File: src/rtl/cacheline_burst_adaptor.sv
// Purpose : splits/assembles one LINE_W cacheline into BEATS memory beats of BURST_W (LLC <-> DRAM burst port).
// Latency : resp_o pulses BEATS+1 cycles after the accept cycle when resp_i is held high; gaps in resp_i add cycles 1:1.
// Backpressure: memory side throttles with resp_i (one beat per resp_i cycle); LLC side sees a single resp_o pulse per line.
//
// Ports:
//   clk, rst                  clock and synchronous active-high reset
//   line_i / line_o           write line from LLC (captured on accept) / assembled read line (held until next read)
//   address_i / address_o     LLC request address / line-aligned memory address
//   read_i, write_i           LLC requests (level); read wins when both are high
//   resp_o, err_o             one-cycle completion pulse / abort pulse (coincides with resp_o)
//   burst_i / burst_o         read beat from memory / write beat to memory
//   read_o, write_o           memory request, held for the whole transfer
//   resp_i                    memory beat handshake
//
// Optional feature macro: CLA_TIMEOUT_EN -- aborts a transfer after TIMEOUT_CYC consecutive idle beat cycles.
module cacheline_burst_adaptor #(
   parameter int LINE_W      = 256,
   parameter int BURST_W     = 64,
   parameter int ADDR_W      = 32,
   parameter int TIMEOUT_CYC = 1024
) (
   input  logic                clk,
   input  logic                rst,
   input  logic [LINE_W-1:0]   line_i,
   output logic [LINE_W-1:0]   line_o,
   input  logic [ADDR_W-1:0]   address_i,
   input  logic                read_i,
   input  logic                write_i,
   output logic                resp_o,
   output logic                err_o,
   input  logic [BURST_W-1:0]  burst_i,
   output logic [BURST_W-1:0]  burst_o,
   output logic [ADDR_W-1:0]   address_o,
   output logic                read_o,
   output logic                write_o,
   input  logic                resp_i
);

   localparam int BEATS = LINE_W / BURST_W;
   localparam int OFS_W = $clog2(LINE_W / 8);
   // One extra bit so the counter can reach BEATS without wrapping.
   localparam int CNT_W = $clog2(BEATS + 1);

   typedef enum logic [1:0] {S_IDLE, S_RD, S_WR, S_DONE} state_t;

   state_t              r_state;
   state_t              w_next;
   logic [CNT_W-1:0]    r_beat;
   logic [LINE_W-1:0]   r_wbuf;
   logic [LINE_W-1:0]   r_line;
   logic [ADDR_W-1:0]   r_addr;
   logic [LINE_W-1:0]   w_wshift;
   logic                w_busy;
   logic                w_beat;
   logic                w_last;
   logic                w_accept;
   logic                w_accept_wr;
   logic                w_timeout;
   logic                w_unused_ofs;

   assign w_busy      = (r_state == S_RD) || (r_state == S_WR);
   assign w_beat      = w_busy && resp_i;
   assign w_last      = w_beat && (r_beat == CNT_W'(BEATS - 1));
   assign w_accept    = (r_state == S_IDLE) && (read_i || write_i);
   assign w_accept_wr = (r_state == S_IDLE) && !read_i && write_i;

   // Byte-offset bits of the request address are dropped by alignment.
   assign w_unused_ofs = ^address_i[OFS_W-1:0];

`ifdef CLA_TIMEOUT_EN
   localparam int ST_W = $clog2(TIMEOUT_CYC + 1);

   logic [ST_W-1:0] r_stall;
   logic            r_err;

   // Fires on the edge where the stall run reaches TIMEOUT_CYC cycles.
   assign w_timeout = w_busy && !resp_i && (r_stall == ST_W'(TIMEOUT_CYC - 1));

   always_ff @(posedge clk) begin
      if (rst) begin
         r_stall <= '0;
         r_err   <= 1'b0;
      end else begin
         r_err <= w_timeout;
         if (w_busy && !resp_i)
            r_stall <= r_stall + 1'b1;
         else
            r_stall <= '0;
      end
   end

   assign err_o = r_err;
`else
   assign w_timeout = 1'b0;
   assign err_o     = 1'b0;
`endif

   // State register
   always_ff @(posedge clk) begin
      if (rst)
         r_state <= S_IDLE;
      else
         r_state <= w_next;
   end

   // Next-state logic
   always_comb begin
      w_next = r_state;
      case (r_state)
         S_IDLE: begin
            if (read_i)
               w_next = S_RD;
            else if (write_i)
               w_next = S_WR;
         end
         S_RD, S_WR: begin
            if (w_last || w_timeout)
               w_next = S_DONE;
         end
         S_DONE:  w_next = S_IDLE;
         default: w_next = S_IDLE;
      endcase
   end

   // Current write beat selected from the registered counter.
   assign w_wshift = r_wbuf >> (32'(r_beat) * BURST_W);

   // Output logic
   always_comb begin
      read_o  = (r_state == S_RD);
      write_o = (r_state == S_WR);
      resp_o  = (r_state == S_DONE);
      burst_o = '0;
      if (r_state == S_WR)
         burst_o = w_wshift[BURST_W-1:0];
   end

   // Datapath: address/line capture, beat counter, read assembly
   always_ff @(posedge clk) begin
      if (rst) begin
         r_beat <= '0;
         r_addr <= '0;
         r_wbuf <= '0;
         r_line <= '0;
      end else begin
         if (w_accept) begin
            r_addr <= {address_i[ADDR_W-1:OFS_W], {OFS_W{1'b0}}};
            r_beat <= '0;
         end
         if (w_accept_wr)
            r_wbuf <= line_i;
         if (w_beat) begin
            r_beat <= r_beat + 1'b1;
            if (r_state == S_RD) begin
               for (int b = 0; b < BEATS; b++) begin
                  if (r_beat == CNT_W'(b))
                     r_line[b*BURST_W +: BURST_W] <= burst_i;
               end
            end
         end
      end
   end

   assign address_o = r_addr;
   assign line_o    = r_line;

endmodule

File: config.mk
export PLATFORM = sky130hd
export DESIGN_NAME = cacheline_burst_adaptor
export DESIGN_NICKNAME = d
export VERILOG_FILES = /design/src/rtl/cacheline_burst_adaptor.sv
export SDC_FILE = /design/constraint.sdc
export NUM_CORES = 1
export LEC_CHECK = 0
export ABC_AREA = 1
export BUFFER_PORTS_ARGS = -buffer_cell sky130_fd_sc_hd__buf_2
export CORE_AREA = 3 3 278 280
export DETAILED_ROUTE_END_ITERATION = 12
export DIE_AREA = 0 0 281 283
export HOLD_SLACK_MARGIN = 0.08
export PLACE_DENSITY = 0.59
export SETUP_SLACK_MARGIN = 0.3
export SLEW_MARGIN = 20
export SYNTH_ARGS = -nofsm -noshare
export SYNTH_HDL_FRONTEND = slang
export SYNTH_SLANG_ARGS = --single-unit
File: constraint.sdc
create_clock -name clk -period 3 [get_ports clk]
set_clock_uncertainty 0.15 [all_clocks]
set_input_delay 0.6 -clock clk [delete_from_list [all_inputs] [get_ports clk]]
set_output_delay 0.6 -clock clk [all_outputs]
set_load 0.01 [all_outputs]
==> results of run 1 <==
[stage by stage]
stage	cells	utilization
finish	5172	0.436
global placement	4819	0.365
global route	5171	0.436
floorplan	3316	-
CTS	5146	0.427
detailed placement	4819	0.365
[synth_stat cells]
cell / instances / area share
a21oi_1: 131 / 0.029
o21ai_1: 1 / 0.00022
clkinv_1: 1 / 0.00016
buf_4: 39 / 0.013
nor2_1: 1211 / 0.20
inv_1: 138 / 0.023
or2_2: 1 / 0.00027
clkbuf_1: 90 / 0.015
dfxtp_1: 544 / 0.48
inv_2: 5 / 0.00082
buf_6: 24 / 0.012
nand3_2: 1 / 0.00044
buf_1: 19 / 0.0031
o21ai_0: 350 / 0.077
nor2_8: 4 / 0.0035
nand2_1: 399 / 0.066
conb_1: 1 / 0.00016
nand3_1: 258 / 0.057
nand2_2: 1 / 0.00027
ha_1: 10 / 0.0055
nand2_4: 1 / 0.00049
nor2_2: 1 / 0.00027
buf_2: 81 / 0.018
[area by class of cell]
class	count	area, um2
clock inverter	26	323
tap	969	1210
fill	7693	42100
antenna	5	12.5
timing repair buffer	1022	7360
multi-input combinational	2375	10400
inverter	144	563
sequential	544	10900
clock buffer	87	1820
[kinds of logic after synthesis]
group                    count (synthesis)
AO/OA/AOI/OAI                          482
flip-flops                             544
buffers and inverters                  397
adder cells (fa/ha/maj)                 10
other                                    1
AND/OR/NAND/NOR                       1877
[registers in the layout, indices dropped and copies added (netlist names)]
register / count
line_o: 256
r_state: 2
r_beat: 3
r_wbuf: 256
address_o: 27
[worst min-delay path: stages]
cell and delay (ns):
buf_2 0.07, o21ai_0 0.09, nor2_1 0.08
[where the power goes]
part           internal [mW]  switching (mW)  total [mW]
clock                   4.79            3.15        7.94
combinational           3.20            4.61        7.81
sequential              8.21           0.482        8.69
total                   16.2            8.24        24.4
[what timing repair did]
item / CTS / global route
gates cloned: 8 / 9
setup endpoints to repair: 64 / 64
hold endpoints to repair: 200 / 0
gates resized for setup: 73 / 119
setup buffers: 7 / 12
pin swaps: 17 / 65
hold buffers: 199 / 0
[per-layer routing]
metal / global-route usage / wire [um] / part of all wire / up-vias
met4: 0.0635 / 2310 / 0.027 / 14
met5: 0 / 103 / 0.0012 / -
met2: 0.346 / 40400 / 0.47 / 808
met1: 0.247 / 36100 / 0.42 / 11000
met3: 0.0450 / 6360 / 0.075 / 141
li1: - / - / - / 12100
[worst paths after layout]
check | from | endpoint | slack (ns)
min reg2reg | r_wbuf[87] | r_wbuf[87] | 0.30
max reg2reg | r_beat[0] | line_o[104] | 0.47
max | r_beat[0] | burst_o[35] | 0.23
min | line_i[29] | r_wbuf[29] | 0.13
==> flow_summary.ini, run 1 <==
[global_route]
antenna_found_initial = 12
grt-ovfl-total = 0
groute.usage.overall = 0.200
grt_pass1_vias = 22500
grt_max_degree = 162
grt_pass1_wl_mm = 128

[route]
ant_nets = 0
drc_errors = 0
drt-total-wl_mm = 85.2
detail_route.vias_per_cell = 4.65
dr.pass1.iters = 5
vias = 24000
wl_per_cell_um = 16.5
drt_iter0_markers = 1469

[critical_path]
crit_arrival_ns = 2.02
crit_buf_inv = 3
required_ns = 2.25
critical_path.max_stage_delay_ns = 0.39
worstPathMaxFanout = 22
worst-path-stages = 7
crit_slowest_cell = dfxtp_4
cp-end-kind = primary output
reg2reg_depth = 11
crit_family = buffers and inverters
cp_cell_sequence = buf_16 -> buf_16 -> nor2_1 -> nor2_1 -> nand2_1 -> a21oi_2 -> buf_2
setup.worst_path.start_class = flop
critPathKind = flop to primary output

[min_path]
hold_class = primary input to flop
hold_depth = 3

[logic_synthesis]
synth_top_family_by_area = simple AND/OR/NAND/NOR gates
avgSynthCellArea_um2 = 6.89
synth_compound_area_frac = 0.106
syn-cell-area_um2 = 22800
synthMuxAreaShare = 0
synthSimpleGateAreaFrac = 0.327
ys_ff_latch = 544
synth_cell_types = 23
synthAdderAreaFrac = 0.00549
yosysSeqAreaShare = 0.478
netlist_instances = 3311
synth_xor_area_frac = 0
yosysWarnings = 0

[place]
dp_hpwl_mm = 55.4
gp_congestion = 0.865
detailedPlace.worstSlack_ns = 0.426
portBuffers = 701
dpl_cell_area_um2 = 27200

[sta]
final.min_clock_period_ns = 2.77
setup_viol = 0
drv_slew = 0
fin_setup_tns_ns = 0
timing.final.ws_setup_ns = 0.230
fmax_mhz = 361
tightest_slew_ns = 0.766
timing.slew.headroom = 0.489
rsz0062_at_grt = yes
period_share = 0.923
worst_hold_slack_ns = 0.125
report.final.hold_viol_count = 0

[layout]
final_cell_mix = nor2_1 (1178), buf_2 (693), dfxtp_1 (542)
final_common_cell = nor2_1
nets = 4514
drive_gt1_frac = 0.246
fin_area_um2 = 32600
syn_to_final_growth_pct = 42.9

[die]
pin_count = 713
row_count = 100
die_w_um = 281
die_area_um2 = 79500
fp.dieH_um = 283
coreArea_um2 = 74700
start_util = 0.305

[clocking]
cts_root_buffer = clkbuf_16
htree_num_levels = 2
cts_max_path_buffers = 3
worstSkewPairLatency_ns = 0.61
clock_sinks = 544
clk_pin_slew_worst_paths_ns = 0.06
numCtsBuffers = 60
tritoncts = done

[power]
power.density_nw_per_um2 = 750
p_leak_nw = 15.0
p_total_mw = 24.4
peakVddDrop_mv = 0.443

[flow_run]
drv_cap = 0

[run_status]
status = complete, no violations
Power figures use the tool's default switching activity.
==> run 2: changes to the inputs <==
--- a/config.mk
+++ b/config.mk
@@ -7,11 +7,11 @@
 export LEC_CHECK = 0
 export ABC_AREA = 1
 export BUFFER_PORTS_ARGS = -buffer_cell sky130_fd_sc_hd__buf_2
-export CORE_AREA = 3 3 278 280
+export CORE_AREA = 3 3 273 275
 export DETAILED_ROUTE_END_ITERATION = 12
-export DIE_AREA = 0 0 281 283
+export DIE_AREA = 0 0 276 278
 export HOLD_SLACK_MARGIN = 0.08
-export PLACE_DENSITY = 0.59
+export PLACE_DENSITY = 0.6
 export SETUP_SLACK_MARGIN = 0.3
 export SLEW_MARGIN = 20
 export SYNTH_ARGS = -nofsm -noshare
==> flow_summary.ini, run 2 (same netlist as run 1, synthesis figures left out) <==
[run_status]
status = complete, no violations

[critical_path]
crit_top_cell = nor2_1
worstPathMaxFanout = 6
crit_family = buffers and inverters
cp-end-kind = primary output
critPathKind = flop to primary output
critical_path.max_stage_delay_ns = 0.41
cp_cell_sequence = buf_6 -> buf_12 -> buf_16 -> nor2_1 -> nor2_1 -> o21ai_1 -> a21oi_2 -> buf_4
crit_slowest_cell = dfxtp_4
reg2reg_depth = 10
setup.worst_path.start_class = flop
crit_arrival_ns = 2.01
required_ns = 2.25
worst-path-stages = 8
crit_buf_inv = 4

[layout]
fin_util = 0.441
final_cell_mix = nor2_1 (1149), buf_2 (693), dfxtp_1 (542)
syn_to_final_growth_pct = 40.5
drive_gt1_frac = 0.254
fin_area_um2 = 32000
final_common_cell = nor2_1
nets = 4433
num-fill-cells = 7492

[sta]
fin_setup_tns_ns = 0
report.final.hold_viol_count = 0
timing.final.ws_setup_ns = 0.237
fmax_mhz = 362
period_share = 0.921
timing.slew.headroom = 0.366
rsz0062_at_grt = yes
worst_hold_slack_ns = 0.117
tightest_slew_ns = 0.951
setup_viol = 0
drv_slew = 0
final.min_clock_period_ns = 2.76

[min_path]
hold_depth = 3
hold_class = primary input to flop

[die]
die_area_um2 = 76700
row_count = 99
pin_count = 713
coreArea_um2 = 72600
fp.dieH_um = 278
start_util = 0.314
die_w_um = 276

[clocking]
clock_sinks = 544
htree_num_levels = 2
tritoncts = done
cts_max_path_buffers = 3
worstSkewPairLatency_ns = 0.60
clk_pin_slew_worst_paths_ns = 0.07
cts_root_buffer = clkbuf_16
numCtsBuffers = 59

[place]
portBuffers = 701
detailedPlace.worstSlack_ns = 0.482
dp_hpwl_mm = 54.1
dpl_cell_area_um2 = 27000
gp_congestion = 0.898

[power]
power.density_nw_per_um2 = 766
p_leak_nw = 14.6
peakVddDrop_mv = 0.579

[route]
ant_nets = 0
drt_iter0_markers = 1929
detail_route.vias_per_cell = 4.70
dr.pass1.iters = 5
drc_errors = 0
vias = 23900
drt-total-wl_mm = 86.4
wl_per_cell_um = 17.0

[global_route]
groute.usage.overall = 0.210
grt_pass1_wl_mm = 130
grt_max_degree = 209
grt-ovfl-total = 0
grt_pass1_vias = 22100
antenna_found_initial = 18

[flow_run]
drv_cap = 0
==> run 2: routing by layer <==
metal | GRT usage | wire (um)
met5 | 0 | 131
met4 | 0.0654 | 2690
met3 | 0.0505 | 6740
met2 | 0.358 | 41100
met1 | 0.263 | 35700
==> run 2: per-stage QoR <==
stage	cells	power, mW
finish	5079	24.5
global route	5077	25.8
CTS	5065	24.1
detailed placement	4785	14.8
global placement	4785	14.7
floorplan	3316	12.7
==> run 2: tightest hold or removal path, delay by kind of cell <==
family | cells | cell delay (ns)
buf+inv | 1 | 0.08
compound gates | 1 | 0.08
simple gates | 1 | 0.08
==> run 2: area by class of cell <==
class                      instances  area, um2  share of cell area
multi-input combinational       2375      10600               0.332
clock inverter                    18        234             0.00730
antenna                            8       20.0            0.000625
timing repair buffer             942       6710               0.210
inverter                         144        568              0.0177
tap                              959       1200              0.0375
sequential                       544      10900               0.340
clock buffer                      89       1760              0.0550
==> run 2: path summary, 6_finish.rpt <==
kind	start	slack (ns)	to
hold / removal	line_i[185]	0.12	r_wbuf[185]
setup / recovery	r_beat[0]	0.24	burst_o[40]
hold reg to reg	r_wbuf[127]	0.30	r_wbuf[127]
setup reg to reg	r_beat[0]	0.57	line_o[231]
==> run 2: report_power, final <==
| part | switching [mW] | leakage, nW | total, mW | internal, mW |
|---|---|---|---|---|
| combinational | 4.88 | 9.20 | 8.24 | 3.36 |
| sequential | 0.538 | 4.43 | 8.75 | 8.21 |
| clock | 3.07 | 0.980 | 7.53 | 4.47 |
| total | 8.48 | 14.6 | 24.5 | 16.0 |
==> run 2: what timing repair did <==
action,4_1_cts,5_1_grt
gates resized for setup,135,138
gates cloned,19,6
endpoints found under the setup margin,64,64
pin swaps,34,109
hold buffers,139,0
hold endpoints to repair,139,0
setup buffers,15,0
==> run 3: changes to the inputs <==
--- a/config.mk
+++ b/config.mk
@@ -11,7 +11,7 @@
 export DETAILED_ROUTE_END_ITERATION = 12
 export DIE_AREA = 0 0 276 278
 export HOLD_SLACK_MARGIN = 0.08
-export PLACE_DENSITY = 0.6
+export PLACE_DENSITY = 0.56
 export SETUP_SLACK_MARGIN = 0.3
 export SLEW_MARGIN = 20
 export SYNTH_ARGS = -nofsm -noshare
==> flow_summary.ini, run 3 (same netlist as run 1, synthesis figures left out) <==
[run_status]
status = complete, no violations

[layout]
drive_gt1_frac = 0.243
final_cell_mix = nor2_1 (1182), buf_2 (690), dfxtp_1 (542)
nets = 4520
fin_area_um2 = 32500
final_common_cell = nor2_1
syn_to_final_growth_pct = 42.4
instances_no_fill = 5162

[critical_path]
cp-end-kind = primary output
crit_arrival_ns = 2.05
reg2reg_depth = 9
ff2ff_setup_slack_ns = 0.61
critPathKind = flop to primary output
worstPathMaxFanout = 8
required_ns = 2.25
reg2reg_from = r_state[0]
reg2reg_to = line_o[149]
setup.worst_path.start_class = flop

[clocking]
tritoncts = done
cts_max_path_buffers = 3
numCtsBuffers = 61
cts_root_buffer = clkbuf_16
worstSkewPairLatency_ns = 0.60
clock_sinks = 544
htree_num_levels = 2
clk_pin_slew_worst_paths_ns = 0.06

[min_path]
hold_class = primary input to flop
hold_path_startpoint = line_i[27]
hold_depth = 3
worstHoldEndpoint = r_wbuf[27]

[sta]
period_share = 0.935
rsz0062_at_grt = yes
final.min_clock_period_ns = 2.80
fmax_mhz = 357
drv_slew = 0
timing.slew.headroom = 0.562
timing.final.ws_setup_ns = 0.195
setup_viol = 0
fin_setup_tns_ns = 0
report.final.hold_viol_count = 0
tightest_slew_ns = 0.656

[global_route]
grt_max_degree = 84
grt_pass1_wl_mm = 127
grt_pass1_vias = 22000
grt-ovfl-total = 0
antenna_found_initial = 14
groute.usage.overall = 0.206

[power]
swShare = 0.342
switchingPower_mw = 8.17
p_total_mw = 23.9
power.density_nw_per_um2 = 736
power_frac_comb = 0.335
peakVddDrop_mv = 0.489
sequentialPowerShare = 0.365
p_int_mw = 15.7
p_clk_frac = 0.300
p_leak_nw = 14.9

[route]
dr.pass1.iters = 6
drc_errors = 0
ant_nets = 0
vias = 24100
drt_iter0_markers = 1519
drt-total-wl_mm = 85.1
detail_route.vias_per_cell = 4.67
wl_per_cell_um = 16.5

[die]
coreArea_um2 = 72600
row_count = 99
die_w_um = 276
pin_count = 713
die_area_um2 = 76700
fp.dieH_um = 278
start_util = 0.314

[flow_run]
drv_cap = 0

[place]
portBuffers = 701
gp_congestion = 0.875
dpl_cell_area_um2 = 27300
dp.cells = 4805
dp_hpwl_mm = 55.7
detailedPlace.worstSlack_ns = 0.494
==> run 3: cell types whose count changed in the layout (fill, tap and decap cells not counted), sizes merged <==
cell / change
buf: +30
bufbuf: -1
bufinv: -4
clkbuf: +5
clkinv: -2
clkinvlp: -1
dlygate4sd3: +55
inv: +1
==> run 3: per-stage QoR <==
stage / utilization / hold slack, ns
global route: 0.447 / 0.106
CTS: 0.439 / 0.0801
detailed placement: 0.376 / 0.293
global placement: 0.376 / 0.287
finish: 0.447 / 0.119
floorplan: - / 0.279
==> run 3: how the worst max path moves through the flow <==
stage	start	end	slack, ns	cells after the start
floorplan	r_state[0]	burst_o[0]	0.98	5
global placement	r_beat[0]	burst_o[42]	0.48	4
detailed placement	r_beat[0]	burst_o[42]	0.49	4
CTS	r_beat[0]	burst_o[48]	0.14	7
global route	r_beat[0]	burst_o[26]	0.06	8
finish	r_beat[0]	burst_o[39]	0.20	7
==> run 3: what timing repair did <==
item | CTS | global route
resized for setup | 115 | 81
hold buffers | 194 | 0
hold endpoints to repair | 195 | 0
setup endpoints to repair | 64 | 64
pin swaps | 41 | 54
buffers inserted | 13 | 18
gates cloned | 10 | 9
==> run 3: power groups by stage <==
stage | Clock [mW] | Sequential (mW) | Combinational (mW)
after floorplan | 0 | 8.87 | 3.83
after global placement | 0 | 8.83 | 6.18
after detailed placement | 0 | 8.86 | 6.20
after CTS | 7.36 | 8.70 | 7.38
after global routing | 7.63 | 8.83 | 8.82
final | 7.18 | 8.73 | 8.00
==> run 3: cell type report <==
| cell class | instances | area (um2) |
|---|---|---|
| antenna | 8 | 20.0 |
| clock buffer | 93 | 1780 |
| clock inverter | 12 | 100 |
| fill | 7557 | 40100 |
| inverter | 144 | 568 |
| multi-input combinational | 2375 | 10400 |
| sequential | 544 | 10900 |
| tap | 959 | 1200 |
| timing repair buffer | 1027 | 7480 |
==> run 3: worst max-delay path: stages, from the launching register on <==
cell	delay, ns
dfxtp_4	0.40
buf_16	0.18
buf_12	0.14
bufbuf_16	0.27
nand2_1	0.08
nand2_1	0.06
a21oi_1	0.16
buf_2	0.15
==> run 3: metal layers <==
| metal | GRT usage | routed length [um] |
|---|---|---|
| met1 | 0.257 | 35700 |
| met2 | 0.348 | 40300 |
| met3 | 0.0482 | 6180 |
| met4 | 0.0756 | 2850 |
| met5 | 0 | 82 |
